File: config.mk
export PLATFORM = sky130hd
export DESIGN_NAME = uart_tx_fifo
export DESIGN_NICKNAME = d
export VERILOG_FILES = /design/src/rtl/uart_tx_fifo.sv
export SDC_FILE = /design/constraint.sdc
export NUM_CORES = 1
export LEC_CHECK = 0
export ABC_CLOCK_PERIOD_IN_PS = 4970
export CAP_MARGIN = 15
export CORE_AREA = 2 2 124 126
export DETAILED_ROUTE_END_ITERATION = 16
export DIE_AREA = 0 0 126 128
export GPL_TIMING_DRIVEN = 0
export PLACE_DENSITY = 0.84
export SLEW_MARGIN = 15
export SYNTH_ARGS = -nofsm -noshare
export SYNTH_HDL_FRONTEND = slang
export SYNTH_SLANG_ARGS = --single-unit
File: constraint.sdc
create_clock -name clk -period 4.97 [get_ports clk]
set_clock_uncertainty 0.15 [all_clocks]
set_input_delay 1.2425 -clock clk [delete_from_list [all_inputs] [get_ports clk]]
set_output_delay 1.2425 -clock clk [all_outputs]
set_load 0.05 [all_outputs]
File: src/rtl/uart_tx_fifo.sv
// UART transmitter fed by an AXI-Stream slave port through a small TX FIFO.
// Each frame latches its own divisor, parity mode and stop-bit count when popped.
module uart_tx_fifo #(
    parameter int DATA_WIDTH = 8,
    parameter int FIFO_DEPTH = 16,
    parameter int DIV_WIDTH  = 17
) (
    input  logic                          clk,
    input  logic                          rst,
    input  logic [DIV_WIDTH-1:0]          boudrate_i,
    input  logic [1:0]                    parity_mode_i,
    input  logic                          stop_bits_i,
    input  logic [DATA_WIDTH-1:0]         slv_axis_tdata_i,
    input  logic                          slv_axis_tvalid_i,
    input  logic                          slv_axis_tlast_i,
    output logic                          slv_axis_tready_o,
    output logic                          tx_o,
    output logic                          busy_o,
    output logic [$clog2(FIFO_DEPTH):0]   fifo_level_o,
    output logic                          frame_done_o,
    output logic                          packet_done_o
);
    localparam int PTR_W = $clog2(FIFO_DEPTH);
    localparam int LVL_W = PTR_W + 1;
    localparam int BIT_W = $clog2(DATA_WIDTH);
    localparam logic [PTR_W-1:0]     PTR_ONE     = PTR_W'(1);
    localparam logic [LVL_W-1:0]     LVL_ONE     = LVL_W'(1);
    localparam logic [LVL_W-1:0]     LVL_ZERO    = LVL_W'(0);
    localparam logic [LVL_W-1:0]     LVL_DEPTH   = LVL_W'(FIFO_DEPTH);
    localparam logic [LVL_W-1:0]     LVL_DEPTH_M = LVL_W'(FIFO_DEPTH - 1);
    localparam logic [DIV_WIDTH-1:0] DIV_ONE     = DIV_WIDTH'(1);
    localparam logic [DIV_WIDTH-1:0] DIV_ZERO    = DIV_WIDTH'(0);
    localparam logic [BIT_W-1:0]     BIT_ZERO    = BIT_W'(0);
    localparam logic [BIT_W-1:0]     BIT_ONE     = BIT_W'(1);
    localparam logic [BIT_W-1:0]     BIT_LAST    = BIT_W'(DATA_WIDTH - 1);

    typedef enum logic [2:0] {
        IDLE   = 3'd0,
        START  = 3'd1,
        DATA   = 3'd2,
        PARITY = 3'd3,
        STOP   = 3'd4
    } state_t;

    function automatic logic parity_bit(input logic [DATA_WIDTH-1:0] data, input logic [1:0] mode);
        parity_bit = (^data) ^ (mode == 2'b10);
    endfunction

    function automatic logic parity_on(input logic [1:0] mode);
        parity_on = (mode == 2'b01) || (mode == 2'b10);
    endfunction

    logic [DATA_WIDTH:0]   mem_r [FIFO_DEPTH];
    logic [PTR_W-1:0]      wr_ptr_r;
    logic [PTR_W-1:0]      rd_ptr_r;
    logic [LVL_W-1:0]      level_r;
    logic                  ready_r;
    state_t                state_r;
    logic [DATA_WIDTH-1:0] data_r;
    logic                  last_r;
    logic [DIV_WIDTH-1:0]  baud_r;
    logic [1:0]            par_r;
    logic                  stop2_r;
    logic                  stop_idx_r;
    logic [DIV_WIDTH-1:0]  cnt_r;
    logic [BIT_W-1:0]      bit_idx_r;
    logic                  tx_r;
    logic                  done_r;
    logic                  pkt_r;
    logic                  push_s;
    logic                  pop_s;
    logic [DATA_WIDTH:0]   rd_word_s;
    logic [DIV_WIDTH-1:0]  baud_eff_s;

    assign push_s     = slv_axis_tvalid_i & ready_r;
    assign pop_s      = (state_r == IDLE) && (level_r != LVL_ZERO);
    assign rd_word_s  = mem_r[rd_ptr_r];
    assign baud_eff_s = (boudrate_i == DIV_ZERO) ? DIV_ONE : boudrate_i;

    // FIFO storage array, written on every accepted beat.
    always_ff @(posedge clk) begin
        if (push_s) begin
            mem_r[wr_ptr_r] <= {slv_axis_tlast_i, slv_axis_tdata_i};
        end
    end

    // FIFO pointers, occupancy and registered tready (kept equal to level < depth).
    always_ff @(posedge clk) begin
        if (rst) begin
            wr_ptr_r <= {PTR_W{1'b0}};
            rd_ptr_r <= {PTR_W{1'b0}};
            level_r  <= LVL_ZERO;
            ready_r  <= 1'b0;
        end else begin
            if (push_s) begin
                wr_ptr_r <= wr_ptr_r + PTR_ONE;
            end
            if (pop_s) begin
                rd_ptr_r <= rd_ptr_r + PTR_ONE;
            end
            case ({push_s, pop_s})
                2'b10: begin
                    level_r <= level_r + LVL_ONE;
                    ready_r <= (level_r < LVL_DEPTH_M);
                end
                2'b01: begin
                    level_r <= level_r - LVL_ONE;
                    ready_r <= 1'b1;
                end
                default: begin
                    ready_r <= (level_r < LVL_DEPTH);
                end
            endcase
        end
    end

    // Frame FSM; tx_r follows the state one clock later, so done pulses land on the last stop clock.
    always_ff @(posedge clk) begin
        if (rst) begin
            state_r    <= IDLE;
            data_r     <= {DATA_WIDTH{1'b0}};
            last_r     <= 1'b0;
            baud_r     <= DIV_ONE;
            par_r      <= 2'b00;
            stop2_r    <= 1'b0;
            stop_idx_r <= 1'b0;
            cnt_r      <= DIV_ZERO;
            bit_idx_r  <= BIT_ZERO;
            tx_r       <= 1'b1;
            done_r     <= 1'b0;
            pkt_r      <= 1'b0;
        end else begin
            done_r <= 1'b0;
            pkt_r  <= 1'b0;
            case (state_r)
                IDLE: begin
                    tx_r <= 1'b1;
                    if (pop_s) begin
                        data_r     <= rd_word_s[DATA_WIDTH-1:0];
                        last_r     <= rd_word_s[DATA_WIDTH];
                        baud_r     <= baud_eff_s;
                        par_r      <= parity_mode_i;
                        stop2_r    <= stop_bits_i;
                        stop_idx_r <= 1'b0;
                        cnt_r      <= baud_eff_s - DIV_ONE;
                        state_r    <= START;
                    end
                end
                START: begin
                    tx_r <= 1'b0;
                    if (cnt_r == DIV_ZERO) begin
                        cnt_r     <= baud_r - DIV_ONE;
                        bit_idx_r <= BIT_ZERO;
                        state_r   <= DATA;
                    end else begin
                        cnt_r <= cnt_r - DIV_ONE;
                    end
                end
                DATA: begin
                    tx_r <= data_r[bit_idx_r];
                    if (cnt_r == DIV_ZERO) begin
                        cnt_r <= baud_r - DIV_ONE;
                        if (bit_idx_r == BIT_LAST) begin
                            state_r <= parity_on(par_r) ? PARITY : STOP;
                        end else begin
                            bit_idx_r <= bit_idx_r + BIT_ONE;
                        end
                    end else begin
                        cnt_r <= cnt_r - DIV_ONE;
                    end
                end
                PARITY: begin
                    tx_r <= parity_bit(data_r, par_r);
                    if (cnt_r == DIV_ZERO) begin
                        cnt_r   <= baud_r - DIV_ONE;
                        state_r <= STOP;
                    end else begin
                        cnt_r <= cnt_r - DIV_ONE;
                    end
                end
                STOP: begin
                    tx_r <= 1'b1;
                    if (cnt_r == DIV_ZERO) begin
                        if (stop2_r && !stop_idx_r) begin
                            stop_idx_r <= 1'b1;
                            cnt_r      <= baud_r - DIV_ONE;
                        end else begin
                            done_r  <= 1'b1;
                            pkt_r   <= last_r;
                            state_r <= IDLE;
                        end
                    end else begin
                        cnt_r <= cnt_r - DIV_ONE;
                    end
                end
                default: begin
                    tx_r    <= 1'b1;
                    state_r <= IDLE;
                end
            endcase
        end
    end

    assign slv_axis_tready_o = ready_r;
    assign tx_o              = tx_r;
    assign busy_o            = (state_r != IDLE) || (level_r != LVL_ZERO);
    assign fifo_level_o      = level_r;
    assign frame_done_o      = done_r;
    assign packet_done_o     = pkt_r;

endmodule
* Word-level counts from Yosys, hierarchy flattened
Memories as Yosys holds them, arrays and structs flattened. A register that Yosys moved wholly into a read port is not among the register bits.
Index checks and enable logic that the tools add are counted.
** Operators by class
- Order comparisons :: 3
- Bitwise logic cells :: 4
- $mul :: 0
- Muxes and demuxes :: 31
- Divide/modulo/power cells :: 0
- Equality and inequality tests :: 19
- $add $sub $neg :: 8
- Shift operators :: 0
- Reduce and logical (&&, ||, !) cells :: 23
** Operators with widths (number)
- two-way mux 17 bit :: 5
- case mux 17 bit (3 select lines) :: 1
- subtractor 17 x 1 -> 17 bit (second input constant) :: 3
- logical NOT 17 bit :: 2
- two-way mux 3 bit :: 11
- inequality test 2 bit (second input constant) :: 9
- case mux 3 bit (5 select lines) :: 1
- case mux 5 bit (2 select lines) :: 1
- adder 4 x 1 -> 4 bit (second input constant) :: 2
- AND reduction 4 bit :: 2
- XOR reduction 8 bit :: 1
- two-way mux 1 bit :: 7
- AND reduction 7 bit :: 1
- == test 3 x 2 -> 1 bit (second input constant) :: 2
- == test 3 bit (second input constant) :: 2
- case mux 3 bit (2 select lines) :: 1
- nonzero test 2 bit :: 3
- nonzero test 3 bit :: 2
- OR reduction 3 bit :: 2
- adder 5 x 1 -> 5 bit (second input constant) :: 1
- less-than comparator 5 x 4 -> 1 bit (second input constant) :: 1
- less-than comparator 5 bit (second input constant) :: 1
- nonzero test 5 bit :: 1
- subtractor 5 x 1 -> 5 bit (second input constant) :: 1
- 19 further kinds :: 25
** Word-level totals
- Word-level logic and storage cells :: 103
- Latch bits :: 0
- Output and inout port bits :: 10
- Register bits after elaboration :: 61
- Memory bits (writable) :: 144
- Memories kept :: 1
- Bits of input ports :: 32
- ROM bits :: 0
** Memories
- mem_r :: depth 16, width 9, rd ports 1, clocked after Yosys merged registers in 1, wr ports 1, line 53 : logic [DATA_WIDTH:0] mem_r [FIFO_DEPTH];

* Depth between registers and ports, before layout
Gate-level depths: netlist of the first run.
- Depth after elaboration :: 6
- Mapped depth :: 14
- Depth with buffers taken out :: 13

* Worst setup path before layout of the first run
Ideal clock, no wire load.
- Path kind :: input port to flip-flop
- Start point :: input port boudrate_i[16]
- End point :: register cnt_r[10]
- Slack :: 1789 ps
- Stages on the path :: 10
- Data arrival time :: 2940 ps
- Required time :: 4729 ps
- Path through :: nor4_1 nand4_1 nor3_1 nor2_1 a21o_1 ha_1 o211ai_1 nor2_1 a31o_2 a311oi_1
** Between the ends
- Word-level cells in the longest chain between the ends :: 5
** RTL lines
- from (decl) :: line 10 : input logic [DIV_WIDTH-1:0] boudrate_i,
- logical NOT 17 bit :: line 78 : assign baud_eff_s = (boudrate_i == DIV_ZERO) ? DIV_ONE : boudrate_i;
- two-way mux 17 bit :: line 78
- subtractor 17 x 1 -> 17 bit :: line 145 : cnt_r <= baud_eff_s - DIV_ONE;
- two-way mux 17 bit :: line 138 : if (pop_s) begin
- case mux 17 bit (3 select lines) :: line 135 : case (state_r)
- to (signal assigned) :: line 145
- to (signal assigned) :: line 152 : cnt_r <= baud_r - DIV_ONE;
- to (signal assigned) :: line 156 : cnt_r <= cnt_r - DIV_ONE;
- to (decl) :: line 65 : logic [DIV_WIDTH-1:0] cnt_r;
Every way passes these cells. The select of a mux whose other input is x is not followed.
A chain may end at the register's enable or synchronous reset.

* Worst setup path in the final report of the first run
- Start point :: register state_r[2]
- End point :: register cnt_r[16]
** Between the ends
- Word-level cells in the longest chain between the ends :: 4
- Elaborated cells on any way between the ends :: 12
- Classes of those cells :: 6 x eq/ne; 1 x mux; 5 x reduce/logical
** RTL lines
- from (decl) :: line 58 : state_t state_r;
- from (signal assigned) :: line 164 : state_r <= parity_on(par_r) ? PARITY : STOP;
- == test 3 x 2 -> 1 bit (tied with other cells) :: line 135
- OR reduction 3 bit (no source line) or logical AND 1 bit (tied branches)
- nonzero test 3 bit (no source line) or inequality test 2 bit (tied branches)
- AND reduction 3 bit (no source line)
Parallel ways exist; a longest one is shown, timed or not.

==> results of run 1 <==
## area by class of cell
class	count	area [sq um]	area share
flip-flops and latches	214	5725	0.5351
multi-input cells	449	3348	0.3129
clock buffers	25	561.8	0.05251
repair buffers	40	400.4	0.03742
well taps	188	235.2	0.02199
clock inverters	15	191.4	0.01789
plain buffers	42	191.4	0.01789
inverters	12	45.04	0.004210
## sequential cells by signal, indices dropped and copies added (netlist names)
signal,cells
baud_r,17
bit_idx_r,3
cnt_r,17
data_r,8
fifo_level_o,5
frame_done_o,1
last_r,1
mem_r,144
packet_done_o,1
par_r,2
rd_ptr_r,4
slv_axis_tready_o,1
state_r,3
stop2_r,1
stop_idx_r,1
tx_o,1
wr_ptr_r,4
## Yosys cell counts (6+ instances only)
cell type | n | area (sq um)
nand2_1 | 95 | 356.6
ha_1 | 14 | 175.2
xor2_1 | 9 | 78.83
edfxtp_1 | 144 | 4324
a31oi_1 | 14 | 87.58
o21ai_0 | 7 | 35.03
inv_1 | 10 | 37.54
a311oi_1 | 6 | 52.55
a211oi_1 | 10 | 75.07
nor3_1 | 21 | 105.1
xnor2_1 | 15 | 131.4
dfxtp_1 | 70 | 1401
nor4_1 | 9 | 56.30
clkbuf_1 | 30 | 112.6
a21oi_1 | 57 | 285.3
nand4_1 | 10 | 62.56
mux4_2 | 47 | 1059
nor2_1 | 71 | 266.5
nand3_1 | 6 | 30.03
## how the worst max path moves through the flow
stage / depth (start not counted) / startpoint / slack, ns / endpoint
6_report: 11 / state_r[2] / 1.06 / cnt_r[16]
5_1_grt: 11 / state_r[2] / 0.74 / cnt_r[16]
4_1_cts: 11 / state_r[2] / 1.13 / cnt_r[16]
3_5_place_dp: 11 / boudrate_i[4] / 0.70 / cnt_r[16]
3_3_place_gp: 11 / boudrate_i[14] / 0.73 / cnt_r[10]
2_1_floorplan: 10 / boudrate_i[16] / 1.79 / cnt_r[10]
## critical path, stage by stage (launching register included)
cell and delay (ns):
dfxtp_1 0.37, or3_1 0.40, nand2_1 0.27, clkbuf_1 0.45, clkbuf_1 0.42, nor2_1 0.10
a21oi_1 0.18, ha_1 0.22, o211ai_1 0.23, nor2_1 0.55, nand4_1 0.17, a311oi_1 0.31
## power groups by stage
stage	registers (mW)	logic [mW]	clock network, mW
floorplan	2.32	1.71	0
global placement	2.30	2.29	0
detailed placement	2.32	2.38	0
CTS	2.28	2.39	1.73
global route	2.31	2.64	1.78
finish	2.29	2.43	1.71
## metrics by stage
| step | setup WS, ns | cells | util | hold WS, ns |
|---|---|---|---|---|
| after floorplan | 1.789 | 717 | - | 0.2796 |
| after global placement | 0.7256 | 945 | 0.6678 | 0.2876 |
| after detailed placement | 0.7035 | 945 | 0.6691 | 0.2929 |
| after CTS | 1.127 | 985 | 0.7198 | 0.3003 |
| after global routing | 0.7356 | 985 | 0.7198 | 0.3344 |
| final | 1.060 | 985 | 0.7198 | 0.2995 |
## kinds of logic after synthesis
family | Yosys count | synth area share
compound gates | 124 | 0.08458
xor+xnor | 24 | 0.02263
fa+ha+maj | 15 | 0.02101
buf+inv | 54 | 0.02545
flops | 214 | 0.6163
mux | 48 | 0.1150
simple gates | 238 | 0.1150
## layer usage
layer,GRT usage,vias up
met3,0.04716,65
met1,0.3869,3169
li1,-,2840
met2,0.5133,338
met5,0,-
met4,0.09632,0
==> results.md, run 1 <==
- CP startpoint kind: flop
- Clock Sinks: between 200 and 250
- Layout cells sized above 1: 0.1343
- Ys Warns: 0
- Rel. slew slack: 0.2831
- ANT cells: 0
- Asr flop ratio synth: 0
- Reg2Reg Setup Slack: 1.06 ns
- DRC: 0
- Hold-fix buffers, CTS: 0
- Met3 routed WL: about 1700 um
- Hold endpoint: last_r
- Number of synthesized flops with an enable pin: between 100 and 150
- WP data required: ~5.2 ns
- Worst Hold Path Cells: 2
- Reg clk slew, reported paths: roughly 0.06 ns
- Met2 routed WL: 11660 um
- Largest net degree at the start of global routing: 17
- Avg Vias per Cell: approximately 6.5
- Clk root buf: clkbuf_16
- Worst vdd ir: between 300 and 400 uV
- Port bufs: 40
- Total power: about 6.4 mW
- HP Start: last_r
- Top routing layer in use: met4
- Iteration-0 DRC Markers: around 990
- Clk Latency, worst-skew pair: approximately 0.54 ns
- Tot GR Track Use: 0.2958
- LEAKAGE: approximately 3.5 nW
- Sum Neg Setup Slack: 0 ns
- HP Class: flop to flop
- Max_cap viols: 0
- Grt ovf: 0
- RSZ-0062 raised after global routing: no
- Initial antenna violation count: 0
- TritonCTS buffer count: 22
- PD cells: roughly 600 nW/um^2
- Most common cell after layout, fill and taps aside: edfxtp_1
- Number of synthesized register bits: about 210
- Post-synth cell types: 56
- Most frequent cells in the layout: 144 x edfxtp_1, 95 x nand2_1, 71 x nor2_1
- Main synth FF type: edfxtp_1
- # H-tree levels: 1
- Syn Inst Count: approximately 720
- Max Fclk: approximately 0.26 GHz
- DP HPWL: around 16000 um
- Post-cts resize count: 0
- P&R area growth vs syn: 15.16%
- Die width: between 100 and 150 um
- Core area: between 10000 and 15000 sq um
- IO Count: 42
- DR WL/cell: 23.68 um
- Filler instances: 961
- Combinational share of power: 0.377
- Die area: 16130 sq um
- Post-Syn Nets: between 700 and 800
- Switch Pwr: ~2.4 mW
- First-pass GRT wire length: around 36000 um
- Final ANT Viol Nets: 0
- Synthesized area per cell: between 10 and 15 sq um
- Clock Power Share: 0.267
- Vias in the first global route: approximately 6400
- Critical path type: flop to flop
- RePlAce Congestion: 0.9352
- Area after DPL: 9946 sq um
- Initial Util: 0.6250
- CP arrival: 4.17 ns
- Post-synthesis sequential area ratio: 0.6163
- Post-route cell area: 10700 sq um
- Routed WL: between 20000 and 25000 um
- Status: complete, no violations
- Clock tree buffer depth: 3
- Die H: around 130 um
- Cell Rows: 45
- Reg2reg start: state_r[2]
- Pint: between 4 and 5 mW
- Post-Syn Area: ~9300 sq um
- Sw frac: 0.3714
- Period minus WS final: 3.910 ns
- Slew @ Worst Pin: approximately 1.1 ns
- Setup violations, final: 0
- Worst-case reg-to-reg path depth: 11
- CP Max Fanout: 10
- Fin. max-slew vios: 0
- Crit. End Element: flop
- Vias post-DR: between 6000 and 7000
- Wl on met1: 9151 um
- Nets@finish: a little over 800
- CTS tree: done
- Seq pwr share: 0.356
- Period utilization: 0.7867
- Post-CTS Setup Bufs: 0
- Final hold vios: 0
- TritonRoute pass-1 iters: 6
- Worst R2R End: cnt_r[16]
(Power assumes the default switching activity.)
==> run 2: changes to the inputs <==
- ABC_CLOCK_PERIOD_IN_PS: 4970 -> 3350
- CORE_AREA: 2 2 124 126 -> 2 2 135 137
- DIE_AREA: 0 0 126 128 -> 0 0 137 139
- PLACE_DENSITY: 0.84 -> 0.76
- clock period: 4.97 -> 3.35 ns (I/O delays scaled with it)
==> run 2 against run 1 <==
Net effect: hold slack improved by 0.013 ns; sequential share of layout area shrank 0.24 points; maximum frequency up 20%; setup slack lost 0.96 ns; sequential power increased by 48%; critical path type unchanged; wire length fell by 6.6%; total power is 45% higher; highest routed layer unchanged; core utilization decreased by 11 points; largest cell class unchanged.
==> results.md, run 2 (synthesis gave the netlist of run 1 again) <==
- Worst R2R End: cnt_r[10]
- Biggest register: mem_r
- CP delay by family, top: compound AO/OA/AOI/OAI gates
- Most frequent cells in the layout: 144 x edfxtp_1, 93 x nand2_1, 70 x dfxtp_1
- First-pass GRT wire length: 33390 um
- Met3 routed WL: ~1400 um
- TritonCTS buffer count: 22
- # H-tree levels: 1
- DR WL/cell: 21.28 um
- CP arrival: 3.50 ns
- Initial Util: 0.5261
- Clock Sinks: around 210
- CTS tree: done
- Register area: roughly 5700 sq um
- IO Count: 42
- Worst Setup SP: cnt_r[5]
- Largest net degree at the start of global routing: 17
- Sum Neg Setup Slack: 0 ns
- CP endpoint: cnt_r[10]
- Combinational share of power: 0.384
- Fin. max-slew vios: 0
- Max Fclk: 0.3074 GHz
- CP max stage cell: nor4_2
- Final hold vios: 0
- Sw frac: 0.3666
- Grt ovf: 0
- Reg2Reg Setup Slack: approximately 0.097 ns
- Vias in the first global route: slightly above 6000
- Footprint of the multi-input gates: 3387 sq um
- Seq pwr share: 0.364
- Final ANT Viol Nets: 0
- TritonRoute pass-1 iters: 6
- Cell Rows: 49
- Avg Vias per Cell: ~6
- DP HPWL: roughly 15000 um
- Worst-path cell chain: nor4_2 > nand4_1 > nor2_2 > clkbuf_4 > a211oi_1 > a21o_1 > ha_1 > o211ai_1 > nor2_4 > a31o_2 > a311oi_1
- Port bufs: 40
- Routed WL: between 20000 and 25000 um
- Nets@finish: about 830
- Wl on met1: 8705 um
- Core area: roughly 18000 sq um
- Post-route cell area: about 11000 sq um
- Final worst setup slack: roughly 0.1 ns
- Period minus WS final: about 3.3 ns
- Clock tree buffer depth: 3
- Clock Power Share: 0.252
- Slew @ Worst Pin: approximately 1.2 ns
- Most common cell after layout, fill and taps aside: edfxtp_1
- P&R area growth vs syn: 15.68%
- Setup violations, final: 0
- WP data required: 3.60 ns
- RePlAce Congestion: 0.9465
- Die width: ~140 um
- Stages on the worst setup path: 11
- HP Class: flop to flop
- Top routing layer in use: met4
- Period utilization: 0.9709
- Iteration-0 DRC Markers: 691
- Worst-case reg-to-reg path depth: 11
- PD cells: a little under 900 nW/um^2
- Worst vdd ir: roughly 530 uV
- Tot GR Track Use: 0.2304
- Reg2reg start: cnt_r[5]
- Clk Latency, worst-skew pair: 0.52 ns
- Vias post-DR: about 6300
- Hold_ws: around 0.31 ns
- Largest regs: mem_r x144, baud_r x17, cnt_r x17
- Die H: 139 um
- CP bufs+invs: 1
- Critical path type: flop to flop
- Post-Place Worst Slack: -0.4920 ns
- Reg clk slew, reported paths: 0.06 ns
- LEAKAGE: about 3.5 nW
- Initial antenna violation count: 2
- Clk root buf: clkbuf_16
- CP Max Fanout: 10
- Rel. slew slack: 0.1671
- Switch Pwr: 3.425 mW
- Status: complete, no violations
- CP startpoint kind: flop
- Pint: between 5 and 6 mW
- Layout cells sized above 1: 0.1385
- Filler instances: 1341
- Max stage delay on crit path: approximately 0.42 ns
- DRC: 0
- Max_cap viols: 0
- RSZ-0062 raised after global routing: yes
- Area after DPL: between 9000 and 10000 sq um
- Met2 routed WL: approximately 11000 um
- Post-CTS Setup Bufs: 0
- Die area: around 19000 sq um
- Crit. End Element: flop
- Max reg flops: 144
-- run 2: cell count changes in the layout (fill, tap and decap cells not counted), moves of 3 or more --
| cell | change |
|---|---|
| nor4_1 | -3 |
| clkbuf_8 | +4 |
| clkinv_2 | -4 |
| clkinv_1 | +5 |
| clkinvlp_4 | -3 |
| nor4_2 | +3 |
-- run 2: layer usage --
layer	global-route usage	up-vias
li1	-	2842
met1	0.3007	3098
met2	0.3763	268
met3	0.04276	63
met4	0.1009	0
met5	0	-
-- run 2: what timing repair did --
item                       in CTS  in global routing
hold buffers                    0                  0
setup endpoints to repair       8                  5
gates resized for setup         7                  8
-- run 2: final cells by class --
class,instances,area share
flip-flops and latches,214,0.5328
plain buffers,40,0.01758
multi-input cells,449,0.3152
inverters,12,0.004424
clock buffers,30,0.05775
well taps,229,0.02666
repair buffers,40,0.03726
diodes,1,0.0002329
clock inverters,9,0.008150
-- run 2: how the worst min path moves through the flow --
stage | slack [ns] | startpoint | end | cells after the start
5_1_grt | 0.33 | baud_r[14] | baud_r[14] | 2
3_3_place_gp | 0.30 | par_r[0] | par_r[0] | 2
2_1_floorplan | 0.28 | last_r | packet_done_o | 1
6_report | 0.31 | baud_r[8] | baud_r[8] | 2
4_1_cts | 0.31 | par_r[0] | par_r[0] | 2
3_5_place_dp | 0.30 | par_r[0] | par_r[0] | 2
-- run 2: worst register-to-register path, delay by kind of cell, from the launching register on --
family	cells	cell delay (ns)
AOI/OAI and AO/OA	5	1.14
DFF	1	0.34
buffers and inverters	1	0.27
adders and majority gates	1	0.21
and+or+nand+nor	4	1.05
-- run 2: power by group through the flow --
stage	clock network, mW	logic [mW]	registers [mW]
after CTS	2.39	3.50	3.39
final	2.35	3.58	3.40
after floorplan	0	2.54	3.44
after global placement	0	3.37	3.42
after global routing	2.51	3.88	3.43
after detailed placement	0	3.49	3.44
-- run 2: per-stage QoR --
step | utilization | total power, mW | cells
final | 0.6086 | 9.343 | 1024
after detailed placement | 0.5662 | 6.921 | 986
after global placement | 0.5651 | 6.785 | 986
after global routing | 0.6085 | 9.816 | 1023
after floorplan | - | 5.983 | 717
after CTS | 0.6073 | 9.284 | 1023
==> run 3: changes to the inputs <==
- ABC_AREA: not set -> 1
- CORE_AREA: 2 2 135 137 -> 2 2 136 138
- DIE_AREA: 0 0 137 139 -> 0 0 138 140
- PLACE_DENSITY: 0.76 -> 0.78
- SLEW_MARGIN: 15 -> not set
==> run 3 against run 2 <==
Net effect: highest routed layer unchanged; final area grew 3.2%; wire length grew 17%; non-clock buffer count grew 12; clock-buffer cell count shrank 2; cell count grew 32%; sequential share of layout area shrank 1.7 points; total power grew 9.6%; synthesized cell count grew 46%; sequential cell count is the same; sequential power is essentially flat; first-iteration DRC count grew 48%.
==> results.md, run 3 <==
- Critical path type: flop to flop
- Iteration-0 DRC Markers: between 1000 and 1500
- DR WL/cell: approximately 19 um
- Clock Sinks: 214
- Layout cells sized above 1: 0.06744
- Nets@finish: around 1200
- Die H: roughly 140 um
- Most frequent CP cell: inv_1
- Core area: approximately 18000 sq um
- Slew @ Worst Pin: around 1.0 ns
- Cell Rows: 49
- TritonCTS buffer count: 22
- # H-tree levels: 1
- List of most frequent post-synthesis cells: 179 x nor2_1, 144 x edfxtp_1, 144 x o21ai_0, 104 x nand2_1, 101 x inv_1
- WP data required: between 3 and 4 ns
- Post-Syn Area: just under 10000 sq um
- Largest net degree at the start of global routing: 17
- Top cell type's share of synthesized area: 0.4450
- Ys Warns: 0
- Post-Syn Nets: roughly 1100
- Period minus WS final: ~2.9 ns
- RePlAce Congestion: between 0.9 and 1
- CP Max Fanout: 8
- Setup violations, final: 0
- Fin. max-slew vios: 0
- Initial antenna violation count: 0
- Period utilization: 0.8657
- Vias in the first global route: between 7000 and 8000
- Rel. slew slack: 0.3015
- Sum Neg Setup Slack: 0 ns
- PD cells: 922.9 nW/um^2
- Clk root buf: clkbuf_16
- Die width: ~140 um
- Count leader, synth: nor2_1
- Tot GR Track Use: 0.2634
- Vias post-DR: 7889
- Status: complete, no violations
- RSZ-0062 raised after global routing: no
- Clock tree buffer depth: 3
- DP HPWL: ~17000 um
- CP startpoint kind: flop
- Reg clk slew, reported paths: about 0.060 ns
- Crit. End Element: flop
- Post-synth cell types: 44
- HP Class: flop to flop
- ANT cells: 0
- Final ANT Viol Nets: 0
- Hold-fix buffers, CTS: 0
- Main synth FF type: edfxtp_1
- LEAKAGE: 4.210 nW
- Top post-synthesis cells by area: edfxtp_1 44%, dfxtp_1 14%, o21ai_0 7.4%
- Synthesized area per cell: around 9.3 sq um
- Worst-path cell chain: inv_2 > nand2_1 > nor2_1 > nand2_1 > clkinvlp_4 > ha_1 > inv_1 > fa_1 > inv_1 > a31oi_1 > inv_1 > o21ai_0 > a21oi_1 > o21ai_0 > a21oi_1
- Avg Vias per Cell: about 5.8
- IO Count: 42
- Post-synthesis sequential area ratio: 0.5892
- CTS tree: done
- Util after Layout: 0.6240
- Most common cell after layout, fill and taps aside: nor2_1
- Largest area contributor in the netlist: edfxtp_1
- Asr flop ratio synth: 0
- Max stage delay on crit path: 0.40 ns
- Filler instances: around 1500
- Worst vdd ir: about 620 uV
- Most frequent cells in the layout: 179 x nor2_1, 144 x o21ai_0, 144 x edfxtp_1
- Number of synthesized flops with an enable pin: roughly 140
- CP max stage cell: fa_1
- Largest regs: mem_r x144, baud_r x17, cnt_r x17
- DRC: 0
- Syn Inst Count: 1046
- Routed WL: approximately 26000 um
- Max Fclk: about 0.34 GHz
- CP arrival: about 3.2 ns
- Max reg flops: 144
- Max_cap viols: 0
- Port bufs: 40
- Initial Util: 0.5466
- Final hold vios: 0
- Grt ovf: 0
- TritonRoute pass-1 iters: 6
- Number of synthesized register bits: 214
- Die area: 19320 sq um
- First-pass GRT wire length: 40410 um
- P&R area growth vs syn: 14.16%
- Clk Latency, worst-skew pair: approximately 0.53 ns
- Biggest register: mem_r
-- run 3: worst paths after layout --
path	to	slack, ns	startpoint	cells past startpoint
max reg2reg	fifo_level_o[4]	0.45	state_r[2]	15
min	par_r[0]	0.31	par_r[0]	2
max	fifo_level_o[4]	0.45	state_r[2]	15
min reg2reg	par_r[0]	0.31	par_r[0]	2
-- run 3: logic make-up after synthesis --
logic type               Yosys count  share of synthesized area
buffers and inverters            158                    0.06411
AND/OR/NAND/NOR                  378                     0.1674
flip-flops                       214                     0.5892
AO/OA/AOI/OAI                    270                     0.1494
XOR/XNOR                          11                   0.009915
adder cells (fa/ha/maj)           15                    0.02009
-- run 3: worst max-delay path: cells and delay by family, from the launching register on --
family | cells | cell delay, ns
buffers and inverters | 5 | 0.52
AND/OR/NAND/NOR | 3 | 0.61
adder cells (fa/ha/maj) | 2 | 0.69
flip-flops | 1 | 0.34
AO/OA/AOI/OAI | 5 | 0.52
-- run 3: area by class of cell --
| class | count | area, sq um | share of cell area |
|---|---|---|---|
| plain buffers | 49 | 214.0 | 0.01928 |
| clock buffers | 28 | 583.1 | 0.05255 |
| clock inverters | 11 | 81.33 | 0.007331 |
| inverters | 108 | 409.1 | 0.03688 |
| multi-input cells | 674 | 3369 | 0.3037 |
| flip-flops and latches | 214 | 5725 | 0.5161 |
| well taps | 229 | 286.5 | 0.02583 |
| repair buffers | 43 | 425.4 | 0.03834 |
-- run 3: what timing repair did --
action / CTS / global route
endpoints found under the setup margin: 0 / 4
setup buffers: 0 / 3
gates resized for setup: 0 / 2
-- run 3: metal layers --
metal / part of all wire / global-route usage / vias up
li1: - / - / 3722
met1: 0.40 / 0.3421 / 3677
met2: 0.47 / 0.4364 / 410
met3: 0.079 / 0.04205 / 80
met4: 0.044 / 0.1251 / 0
met5: 0 / 0 / -
-- run 3: power breakdown --
part | total, mW | internal, mW | switching (mW)
clock network | 2.25 | 1.24 | 1.01
registers | 3.43 | 3.19 | 0.248
logic | 4.55 | 1.44 | 3.11
-- run 3: per-stage QoR --
| stage | hold WS, ns | cell area, sq um | power [mW] | std cells | setup slack [ns] |
|---|---|---|---|---|---|
| floorplan | 0.2742 | 9718 | 6.550 | 1046 | 0.3137 |
| global placement | 0.3024 | 10410 | 7.762 | 1315 | 0.09394 |
| detailed placement | 0.3078 | 10410 | 7.870 | 1315 | 0.02592 |
| CTS | 0.3173 | 11070 | 10.12 | 1354 | 0.01588 |
| global route | 0.3455 | 11090 | 10.85 | 1356 | 0.1590 |
| finish | 0.3131 | 11090 | 10.24 | 1356 | 0.4498 |
